**src/rtl/run_ctrl_pkg.sv**
```systemverilog
// run_ctrl shared types and defaults.
// State encoding and parameter defaults for the run controller.
package run_ctrl_pkg;

  typedef enum logic [1:0] {
    IDLE,
    CLEAR,
    RUN,
    DONE
  } run_state_t;

  localparam int HALT_PC_DEF = 128;
  localparam int CLR_CYC_DEF = 2;
  localparam int TIMEOUT_DEF = 4000;
  localparam int CLW         = 4;

endpackage

```
**src/rtl/run_ctrl_if.sv**
```systemverilog
// run_ctrl host/core bundle.
// Host drives req and the core PC; controller drives the rest.
interface run_ctrl_if #(
  parameter int D  = 12,
  parameter int CW = 16
);
  logic          req;
  logic [D-1:0]  prog_ctr;
  logic          core_rst;
  logic          core_en;
  logic          busy;
  logic          done;
  logic          timeout;
  logic [CW-1:0] cycle_cnt;

  modport master (
    output req, prog_ctr,
    input  core_rst, core_en, busy,
    input  done, timeout, cycle_cnt
  );

  modport slave (
    input  req, prog_ctr,
    output core_rst, core_en, busy,
    output done, timeout, cycle_cnt
  );
endinterface

```
**src/rtl/run_ctrl_sat_counter.sv**
```systemverilog
// Saturating up-counter for RUN cycles.
// Clear beats increment; holds at all-ones.
module sat_counter #(
  parameter int W = 16
) (
  input  logic         clk,
  input  logic         reset,
  input  logic         clr,
  input  logic         inc,
  output logic [W-1:0] cnt
);
  logic [W-1:0] cnt_q;

  // count register: clear, else bump unless saturated
  always_ff @(posedge clk) begin
    if (reset) begin
      cnt_q <= '0;
    end else if (clr) begin
      cnt_q <= '0;
    end else if (inc && (cnt_q != '1)) begin
      cnt_q <= cnt_q + 1'b1;
    end
  end

  assign cnt = cnt_q;
endmodule

```
**src/rtl/run_ctrl.sv**
```systemverilog
// Run controller: reset, launch and stop the core.
// IDLE -> CLEAR -> RUN -> DONE with req handshake.
module run_ctrl
  import run_ctrl_pkg::*;
#(
  parameter int D       = 12,
  parameter int HALT_PC = HALT_PC_DEF,
  parameter int CLR_CYC = CLR_CYC_DEF,
  parameter int CW      = 16,
  parameter int TIMEOUT = TIMEOUT_DEF
) (
  input logic       clk,
  input logic       reset,
  run_ctrl_if.slave bus
);
  localparam logic [CLW-1:0] CLR_LOAD = CLW'(CLR_CYC - 1);
  localparam logic [CW-1:0]  LIM_M1   = CW'(TIMEOUT - 1);
  localparam logic [D-1:0]   HALT_V   = D'(HALT_PC);

  run_state_t     state_q, state_d;
  logic           armed_q, armed_d;
  logic [CLW-1:0] clr_q, clr_d;
  logic           to_q, to_d;
  logic           cnt_clr, cnt_inc;
  logic [CW-1:0]  cnt;
  logic           halt, at_lim;

  sat_counter #(.W(CW)) u_cnt (
    .clk   (clk),
    .reset (reset),
    .clr   (cnt_clr),
    .inc   (cnt_inc),
    .cnt   (cnt)
  );

  assign halt   = (bus.prog_ctr == HALT_V);
  assign at_lim = (cnt == LIM_M1);

  // state, arm flag, clear counter, timeout flag
  always_ff @(posedge clk) begin
    if (reset) begin
      state_q <= IDLE;
      armed_q <= 1'b0;
      clr_q   <= '0;
      to_q    <= 1'b0;
    end else begin
      state_q <= state_d;
      armed_q <= armed_d;
      clr_q   <= clr_d;
      to_q    <= to_d;
    end
  end

  // next state; abort beats halt beats limit
  always_comb begin
    state_d = state_q;
    armed_d = armed_q;
    clr_d   = clr_q;
    to_d    = to_q;
    cnt_clr = 1'b0;
    cnt_inc = 1'b0;
    unique case (state_q)
      IDLE: begin
        if (!bus.req) begin
          armed_d = 1'b1;
        end else if (armed_q) begin
          state_d = CLEAR;
          armed_d = 1'b0;
          cnt_clr = 1'b1;
          to_d    = 1'b0;
          clr_d   = CLR_LOAD;
        end
      end
      CLEAR: begin
        if (!bus.req) begin
          state_d = IDLE;
        end else if (clr_q == '0) begin
          state_d = RUN;
        end else begin
          clr_d = clr_q - 1'b1;
        end
      end
      RUN: begin
        cnt_inc = 1'b1;
        if (!bus.req) begin
          state_d = IDLE;
        end else if (halt) begin
          state_d = DONE;
        end else if (at_lim) begin
          state_d = DONE;
          to_d    = 1'b1;
        end
      end
      DONE: begin
        if (!bus.req) begin
          state_d = IDLE;
        end
      end
      default: state_d = IDLE;
    endcase
  end

  // Moore output decode from registered state
  always_comb begin
    bus.core_rst = 1'b0;
    bus.core_en  = 1'b0;
    bus.busy     = 1'b0;
    bus.done     = 1'b0;
    unique case (state_q)
      IDLE:  bus.core_rst = 1'b1;
      CLEAR: begin
        bus.core_rst = 1'b1;
        bus.busy     = 1'b1;
      end
      RUN: begin
        bus.core_en = 1'b1;
        bus.busy    = 1'b1;
      end
      DONE:  bus.done = 1'b1;
      default: bus.core_rst = 1'b1;
    endcase
  end

  assign bus.timeout   = to_q;
  assign bus.cycle_cnt = cnt;
endmodule

```
**src/flat_wrapper.sv**
```systemverilog
// flat-port wrapper written by rule: the top's interface ports become plain ports
module run_ctrl_flat import run_ctrl_pkg::*;
#(
  parameter int D       = 12,
  parameter int HALT_PC = HALT_PC_DEF,
  parameter int CLR_CYC = CLR_CYC_DEF,
  parameter int CW      = 16,
  parameter int TIMEOUT = TIMEOUT_DEF
)
  (clk, reset, bus_req, bus_prog_ctr, bus_core_rst, bus_core_en, bus_busy, bus_done, bus_timeout, bus_cycle_cnt);
  run_ctrl_if #(.D(D), .CW(CW)) bus_i ();
  input logic clk;
  input logic reset;
  input wire logic [$bits(bus_i.req)-1:0] bus_req;
  input wire logic [$bits(bus_i.prog_ctr)-1:0] bus_prog_ctr;
  output wire logic [$bits(bus_i.core_rst)-1:0] bus_core_rst;
  output wire logic [$bits(bus_i.core_en)-1:0] bus_core_en;
  output wire logic [$bits(bus_i.busy)-1:0] bus_busy;
  output wire logic [$bits(bus_i.done)-1:0] bus_done;
  output wire logic [$bits(bus_i.timeout)-1:0] bus_timeout;
  output wire logic [$bits(bus_i.cycle_cnt)-1:0] bus_cycle_cnt;
  assign bus_i.req = bus_req;
  assign bus_i.prog_ctr = bus_prog_ctr;
  assign bus_core_rst = bus_i.core_rst;
  assign bus_core_en = bus_i.core_en;
  assign bus_busy = bus_i.busy;
  assign bus_done = bus_i.done;
  assign bus_timeout = bus_i.timeout;
  assign bus_cycle_cnt = bus_i.cycle_cnt;
  run_ctrl #(.D(D), .HALT_PC(HALT_PC), .CLR_CYC(CLR_CYC), .CW(CW), .TIMEOUT(TIMEOUT)) u_core (.clk(clk), .reset(reset), .bus(bus_i));
endmodule
```
**config.mk**
```make
export PLATFORM = sky130hd
export DESIGN_NAME = run_ctrl_flat
export DESIGN_NICKNAME = d
export VERILOG_FILES = /design/src/rtl/run_ctrl_pkg.sv /design/src/rtl/run_ctrl_if.sv /design/src/rtl/run_ctrl_sat_counter.sv /design/src/rtl/run_ctrl.sv /design/src/flat_wrapper.sv
export SDC_FILE = /design/constraint.sdc
export NUM_CORES = 1
export LEC_CHECK = 0
export ABC_AREA = 1
export BUFFER_PORTS_ARGS = -buffer_cell sky130_fd_sc_hd__buf_2
export CAP_MARGIN = 20
export CORE_UTILIZATION = 36
export DETAILED_ROUTE_END_ITERATION = 6
export SETUP_SLACK_MARGIN = 0.3
export SLEW_MARGIN = 20
export SYNTH_ARGS = -nofsm -noshare
export SYNTH_HDL_FRONTEND = slang
export SYNTH_SLANG_ARGS = --single-unit
```
**constraint.sdc**
```tcl
create_clock -name clk -period 2.2 [get_ports clk]
set_clock_uncertainty 0.1 [all_clocks]
set_input_delay 0 -clock clk [delete_from_list [all_inputs] [get_ports clk]]
set_output_delay 0 -clock clk [all_outputs]
set_load 0.1 [all_outputs]
```
==> metrics, run 1 <==
worst min path class in -> reg; Worst R2R Start u_core.u_cnt.cnt[0]; Switch Pwr 542 uW; CTS Sinks 24; CTS Buf Count 3; Mapped Cells 239; detailed-route wire length per cell between 10 and 15 microns; port buffer count 35; final net count 301; grt ovf 0; number of synthesized register bits 24; syn avg cell area 6.51 sq um; Seq pwr share 0.389; Placed Cells 321; Area after DPL 1820 sq um; DR iter-0 viols 77; required time of the critical path 2.28 ns; status complete, no violations; global-route wire length before repair between 5 and 6 mm; DRC Markers 0; Mapped Nets around 260; antenna-violating nets left 0; number of diodes 0; minimum clock period 1.72 ns; Critical Path Start u_core.u_cnt.cnt[0]; Starting Density 0.381; design area 1890 sq um; Via density about 4.6; GRT Util Overall 0.168; maxcap violations 0; TNS Setup 0 ns; Pwr per Cell Area 677 nW/um^2; post-detail-place hpwl 2.66 mm; Clk pwr share 0.213; synth unique cells 27; final hold vios 0; setup slack, reg-to-reg 0.48 ns; CTS H-tree depth 1; Max Slew Vio Count 0; Syn Std Cell Area 1560 sq um; critical path capture point u_core.u_cnt.cnt[2]; worst r2r path cells 10; CP Launch Type register; crit path kind reg -> reg; CTS clock-pin slew for the worst setup and hold paths approximately 0.09 ns; Lkg Pwr 0.000788 uW; CTS tree done; Syn. warnings 0; Seq/Total Area, Yosys 0.309; FMAX 0.583 GHz; largest net degree at the start of global routing 18; EDFF count, synth 0; Least-Margin Pin Slew 0.492 ns; Design Power 1280 uW; clk buf depth 2; RSZ-0062 raised after global routing no; final setup violating endpoints 0; Core Area just over 4000 sq um; Syn-to-layout area delta 21.7%; die width 67.8 microns; initial antenna violation count 0; drt first pass iters 4; Root Buffer clkbuf_8; dominant cell type by area after synthesis dfxtp_1; count leader, synth nand2_1; Comb pwr share 0.397; Sw Ratio 0.423; vias in the first global route 1336; cell internal pwr 740 uW; Final period util 0.780; fillers 415; most frequent cells after synthesis nand2_1 (68), nor2_1 (39), dfxtp_1 (24); DRT Wirelength 3.42 mm; Critical Path Sink Type register; highest ir drop seen on vdd around 0.44 mV; dominant synthesized flop cell dfxtp_1; largest fanout on the critical path 17; asr flop ratio synth 0; # IOs 36; Multi-input gate area between 900 and 1000 sq um; final cell count without fillers 327; row count 23; register area 505 sq um; relative slew slack 0.674; fraction of layout cells with a size suffix above 1 0.296; postcts setup bufs 0; Die H 67.8 microns; via count 1509; die area 4590 sq um; end of the worst register-to-register path u_core.u_cnt.cnt[2]; top cell type's share of synthesized area 0.309; Skew-Pair Late Insertion Delay 0.27 ns; CP arrival around 1.8 ns; Final Wtd Congestion 0.845; main area contributors after synthesis dfxtp_1 (31%), nand2_1 (16%), nor2_1 (9.4%)
## routing by layer
| layer | vias up | track usage | part of all wire |
|---|---|---|---|
| met5 | - | 0 | 0 |
| met4 | 0 | 0.0638 | 0.016 |
| met3 | 5 | 0.0253 | 0.052 |
| met2 | 48 | 0.274 | 0.44 |
| met1 | 626 | 0.221 | 0.49 |
| li1 | 830 | - | - |
## power groups by stage
stage / Clock [uW] / Combinational, uW / Sequential [uW]
after detailed placement: 0 / 510 / 508
after global routing: 304 / 573 / 506
final: 273 / 509 / 499
after floorplan: 0 / 386 / 549
after CTS: 284 / 513 / 499
after global placement: 0 / 505 / 508
## state kept, by name (all words and copies together), names as in the netlist
name and cells:
u_core.u_cnt.cnt 16, u_core.armed_q 1, u_core.clr_q 4, u_core.state_q 2, u_core.bus.timeout 1
## logic make-up after synthesis
kind of cell | Yosys count | share of synthesized area
xor+xnor | 8 | 0.0450
simple gates | 137 | 0.373
fa+ha+maj | 8 | 0.0643
buf+inv | 32 | 0.0884
compound gates | 30 | 0.121
flops | 24 | 0.309
## area by class of cell
cell class	instances	share of cell area
Tap cell	50	0.0330
Clock buffer	3	0.0218
Sequential cell	24	0.267
Timing Repair Buffer	38	0.107
Multi-Input combinational cell	183	0.512
Clock inverter	1	0.00198
Inverter	28	0.0575
## worst max-delay path: stages (launching register included)
cell	delay [ns]
dfxtp_4	0.36
ha_1	0.21
nand3_2	0.15
nor2_2	0.16
nand3_2	0.13
nand2_8	0.14
inv_2	0.12
nand2_1	0.10
nand2_1	0.05
nand2_1	0.05
nor2_1	0.04
## stage by stage
stage / setup slack (ns) / util / hold slack, ns
2_1_floorplan: 0.324 / - / -0.0309
6_report: 0.484 / 0.464 / 0.168
4_1_cts: 0.377 / 0.460 / 0.166
3_5_place_dp: 0.386 / 0.444 / 0.119
3_3_place_gp: 0.445 / 0.444 / 0.113
5_1_grt: 0.309 / 0.464 / 0.225
## repair_timing
item,in CTS,in global routing
endpoints found under the hold margin,5,0
endpoints found under the setup margin,0,8
hold buffers,2,0
gates resized for setup,0,2
## worst min path at each step
stage | from | end | depth (start not counted)
after global placement | reset | u_core.clr_q[1] | 2
after floorplan | reset | u_core.clr_q[0] | 1
after global routing | bus_prog_ctr[4] | u_core.state_q[1] | 8
after CTS | bus_prog_ctr[4] | u_core.state_q[1] | 8
final | bus_prog_ctr[6] | u_core.state_q[1] | 8
after detailed placement | reset | u_core.clr_q[1] | 2
## layout by cell type, fill, tap and decap left out, types with 5 or more instances in the layout
cell type  netlist  final
a21oi_1         12     12
a21oi_2          7      7
buf_2            2     35
dfxtp_1         24      8
dfxtp_2          0     14
ha_1             8      6
inv_1           22     21
inv_2            6      6
nand2_1         68     68
nand3_1         13     11
nor2_1          39     38
nor3_1           6      6
o21ai_0          7      6
xor2_1           5      5
(Power assumes the default switching activity.)
==> run 2, diff against run 1 <==
==> constraint.sdc (replaced) <==
create_clock -name clk -period 1.8 [get_ports clk]
set_clock_uncertainty 0.1 [all_clocks]
set_input_delay 0 -clock clk [delete_from_list [all_inputs] [get_ports clk]]
set_output_delay 0 -clock clk [all_outputs]
set_load 0.1 [all_outputs]
==> run 2 against run 1 <==
  * Fmax up 16%
  * Critical endpoint is now u_core.u_cnt.cnt[3]
  * Setup slack worse by 0.17 ns
  * Routed wire length up 10%
==> metrics, run 2 (same netlist as run 1, synthesis figures left out) <==
Skew-Pair Late Insertion Delay 0.27 ns; final cell count without fillers about 340; grt ovf 0; minimum clock period 1.48 ns; relative slew slack 0.674; detailed-route wire length per cell approximately 11 microns; CTS tree done; CTS Sinks 24; die width a little under 70 microns; hold_sp bus_req; Root Buffer clkbuf_8; Area after DPL 1970 sq um; clk buf depth 2; CTS Buf Count 3; max layer used met4; die area 4590 sq um; Via density 4.75; initial antenna violation count 0; Die H between 60 and 70 microns; final hold vios 0; CTS clock-pin slew for the worst setup and hold paths 0.09 ns; DR iter-0 viols a little over 60; DRT Wirelength 3.77 mm; maxcap violations 0; Pwr per Cell Area 782 nW/um^2; Max Slew Vio Count 0; fraction of layout cells with a size suffix above 1 0.456; metal2 WL ~1.5 mm; Design Power 1730 uW; DRC Markers 0; setup slack, reg-to-reg ~0.32 ns; Core Area 4090 sq um; CP Launch Type register; Final Wtd Congestion roughly 0.86; Final WS setup 0.317 ns; most common cell after layout, fill and taps aside nand2_1; drt first pass iters 4; port buffer count 35; vias in the first global route 1373; crit path kind reg -> reg; Critical Path Sink Type register; met3 wire length 206 microns; Starting Density 0.381; Met1 Routed Length 2.00 mm; final setup violating endpoints 0; CP arrival approximately 1.6 ns; global-route wire length before repair 6.31 mm; Critical Path Start u_core.u_cnt.cnt[1]; TNS Setup 0 ns; antenna-violating nets left 0; post-detail-place hpwl 2.77 mm; final net count 309; GRT Util Overall 0.183; design area 2220 sq um; Placed Cells 322; # IOs 36; FMAX ~0.67 GHz; number of diodes 0; worst min path class in -> reg; Syn-to-layout area delta 42.5%; Place WS 0.252 ns; CTS H-tree depth 1; Final period util 0.824; Least-Margin Pin Slew 0.493 ns; highest ir drop seen on vdd 0.674 mV; RSZ-0062 raised after global routing yes; row count 23; Worst R2R Start u_core.u_cnt.cnt[1]; Lkg Pwr 0.000890 uW; required time of the critical path 1.87 ns; status complete, no violations; commonest cells after routing, fill and taps aside nand2_1 (53), nor2_1 (33), buf_2 (33); max reg flops 16; via count approximately 1600; largest net degree at the start of global routing 14; largest fanout on the critical path 9
## run 2: cell count changes in the layout (fill, tap and decap cells not counted), moves of 3 or more
cell | before | now
a21oi_1 | 12 | 7
a21oi_2 | 7 | 12
buf_4 | 1 | 7
dfxtp_1 | 8 | 4
dfxtp_2 | 14 | 4
dfxtp_4 | 2 | 16
ha_1 | 6 | 2
ha_4 | 0 | 4
inv_4 | 0 | 3
nand2_1 | 68 | 53
nand2_2 | 2 | 14
nand2_4 | 0 | 4
nor2_1 | 38 | 33
nor2_2 | 1 | 4
## run 2: power breakdown
part / switching (uW) / leakage, uW / internal [uW]
Sequential: 39.4 / 0.000209 / 565
Combinational: 500 / 0.000652 / 244
Clock: 190 / 0.0000288 / 196
Total: 729 / 0.000890 / 1000
## run 2: critical path, stage by stage (launching register included)
cell     delay, ns
dfxtp_4       0.39
ha_4          0.16
nand3_4       0.11
nor2_4        0.11
nand3_2       0.09
nand2_4       0.12
buf_12        0.13
o21ai_0       0.07
nand2_1       0.06
nor2_1        0.04
## run 2: routing by layer
metal | up-vias | global-route usage
met5 | - | 0
met4 | 0 | 0.0638
met3 | 4 | 0.0304
met2 | 42 | 0.265
met1 | 697 | 0.269
li1 | 847 | -
## run 2: worst paths after layout
check / to / cells past startpoint
hold / removal: u_core.state_q[0] / 5
setup / recovery: u_core.u_cnt.cnt[3] / 9
setup reg to reg: u_core.u_cnt.cnt[3] / 9
hold reg to reg: u_core.clr_q[1] / 2
## run 2: layout make-up
cell class / count / area [sq um]
Timing Repair Buffer: 46 / 288
Sequential cell: 24 / 546
Fill cell: 399 / 1870
Clock buffer: 4 / 55.1
Multi-Input combinational cell: 183 / 1150
Inverter: 28 / 116
Tap cell: 50 / 62.6
## run 2: metrics by stage
step	hold slack (ns)	util
6_report	0.0802	0.543
5_1_grt	0.119	0.543
4_1_cts	0.0494	0.509
3_5_place_dp	0.107	0.482
3_3_place_gp	0.109	0.482
2_1_floorplan	-0.0406	-
## run 2: timing repair
action | CTS | global route
gates cloned | 0 | 0
pin swaps | 1 | 6
hold buffers | 2 | 0
hold endpoints to repair | 6 | 0
setup endpoints to repair | 11 | 25
buffers inserted | 2 | 5
gates resized for setup | 2 | 29
==> run 3, diff against run 2 <==
==> constraint.sdc (replaced) <==
create_clock -name clk -period 1.5 [get_ports clk]
set_clock_uncertainty 0.1 [all_clocks]
set_input_delay 0 -clock clk [delete_from_list [all_inputs] [get_ports clk]]
set_output_delay 0 -clock clk [all_outputs]
set_load 0.1 [all_outputs]
==> run 3 against run 2 <==
  * The run now ends with setup timing left
  * Utilization is 8.7 points higher
  * Cell area is 16% higher
  * Die area stayed put
  * Non-clock buffer count is 23 higher
  * Power is 31% higher
  * Sequential power is 20% higher
  * Cell count is 7.2% higher
  * Critical path depth is 3 lower
  * Sequential cell count stayed put
==> metrics, run 3 (same netlist as run 1, synthesis figures left out) <==
commonest cells after routing, fill and taps aside nand2_1 (44), nor2_1 (31), buf_4 (27); number of diodes 0; WHS 0.104 ns; most used routing layer met2; Sw Ratio 0.425; Starting Density 0.381; crit path kind reg -> out; required time of the critical path between 1 and 1.5 ns; FMAX between 0.6 and 0.7 GHz; port buffer count 35; clk buf depth 2; CTS clock-pin slew for the worst setup and hold paths approximately 0.090 ns; antenna-violating nets left 0; worst path cell trace inv_4 > ha_4 > nor2_4 > clkinvlp_4 > buf_4 > buf_12; Root Buffer clkbuf_8; vias in the first global route ~1600; Skew-Pair Late Insertion Delay about 0.27 ns; met2 Usage GRT 0.309; die area 4590 sq um; DR iter-0 viols 85; DRC Markers 0; final net count 333; DRT Wirelength about 4.2 mm; RSZ-0062 raised after global routing yes; Syn-to-layout area delta 65.4%; grt ovf 0; CTS H-tree depth 1; status finished, violations left; Clk pwr share 0.178; # IOs 36; via count approximately 1700; final setup violating endpoints 3; Placed Cells 332; Critical Path Sink Type output port; Pwr per Cell Area 881 nW/um^2; Comb pwr share 0.501; Worst R2R Start u_core.u_cnt.cnt[1]; most common cell after layout, fill and taps aside nand2_1; global-route wire length before repair 7.01 mm; Final Wtd Congestion 0.829; drt first pass iters 5; met1 Use GR 0.284; failing checks setup timing; cell internal pwr 1300 uW; Seq pwr share 0.320; CP arrival about 1.4 ns; maxcap violations 0; Final period util 1.01; end of the worst register-to-register path u_core.u_cnt.cnt[5]; largest fanout on the critical path 5; critical path capture point bus_core_rst; max reg flops 16; TNS Setup -0.0353 ns; highest ir drop seen on vdd roughly 0.65 mV; CP peak stage delay 0.39 ns; Final WS setup -0.0218 ns; final hold vios 0; GRT Util Overall 0.200; CTS tree done; Die H 67.8 microns; CTS Sinks 24; worst min path class in -> reg; row count 23; met3 GRT Util 0.0270; minimum clock period 1.52 ns; design area 2570 sq um; setup slack, reg-to-reg -0.01 ns; die width roughly 68 microns; post-layout util 0.630; Max Slew Vio Count 0; Critical Path Start u_core.state_q[0]; CTS Buf Count 3; Via density about 4.8; largest net degree at the start of global routing 14; relative slew slack 0.675; Switch Pwr 965 uW; slowest stage cell, crit path dfxtp_4; initial antenna violation count 0; worst r2r path cells 9; fillers 353; detailed-route wire length per cell 11.8 microns; Least-Margin Pin Slew 0.491 ns; Core Area 4090 sq um; final cell count without fillers 359; CP Launch Type register; Lkg Pwr 0.00102 uW; Area after DPL around 2100 sq um; post-detail-place hpwl 2.85 mm; fraction of layout cells with a size suffix above 1 0.547
run 3: cell types whose count changed in the layout (fill, tap and decap cells not counted), moves of 5 or more:
cell / before / now
buf_4: 7 / 27
nand2_1: 53 / 44
buf_2: 33 / 16
clkbuf_4: 1 / 12
o21ai_0: 5 / 0
nand2_2: 14 / 22
run 3: timing repair:
item,in CTS,in global routing
hold buffers,4,0
endpoints found under the setup margin,29,41
pin swaps,27,13
endpoints found under the hold margin,4,0
gates resized for setup,48,36
cloned,1,1
setup buffers,15,2
run 3: worst max-delay path: cells and delay by family (launching register included):
family,cells,cell delay (ns)
buffers and inverters,4,0.44
flip-flops,1,0.39
adder cells (fa/ha/maj),1,0.18
AND/OR/NAND/NOR,1,0.12
run 3: worst min path at each step:
stage	slack, ns	cells past startpoint	start	endpoint
final	0.10	5	reset	u_core.u_cnt.cnt[14]
after global routing	0.12	5	reset	u_core.u_cnt.cnt[1]
after CTS	0.10	5	bus_req	u_core.state_q[1]
after detailed placement	0.12	2	reset	u_core.state_q[1]
after global placement	0.12	2	reset	u_core.clr_q[1]
after floorplan	-0.04	1	reset	u_core.state_q[1]
run 3: power groups by stage:
stage               Sequential (uW)  Clock [uW]  Combinational, uW
finish                          727         404               1140
global route                    733         455               1220
CTS                             724         414               1060
detailed placement              738           0                904
global placement                734           0                908
floorplan                       799           0                613
run 3: per-stage QoR:
stage / total power, uW / setup slack [ns]
floorplan: 1410 / -0.296
global placement: 1640 / 0.0107
detailed placement: 1640 / 0.00329
CTS: 2200 / 0.00409
global route: 2410 / -0.0886
finish: 2270 / -0.0218
run 3: layer usage:
metal | part of all wire | wire length, microns
met1 | 0.49 | 2080
met2 | 0.46 | 1950
met3 | 0.041 | 174
met4 | 0.0080 | 34
met5 | 0 | 0
run 3: cell type report:
cell class / count / area, sq um / share of cell area
Timing Repair Buffer: 69 / 569 / 0.221
Clock buffer: 3 / 41.3 / 0.0160
Sequential cell: 24 / 546 / 0.212
Tap cell: 50 / 62.6 / 0.0243
Clock inverter: 1 / 3.75 / 0.00146
Multi-Input combinational cell: 183 / 1220 / 0.474
Timing Repair inverter: 1 / 6.26 / 0.00243
Inverter: 28 / 126 / 0.0491
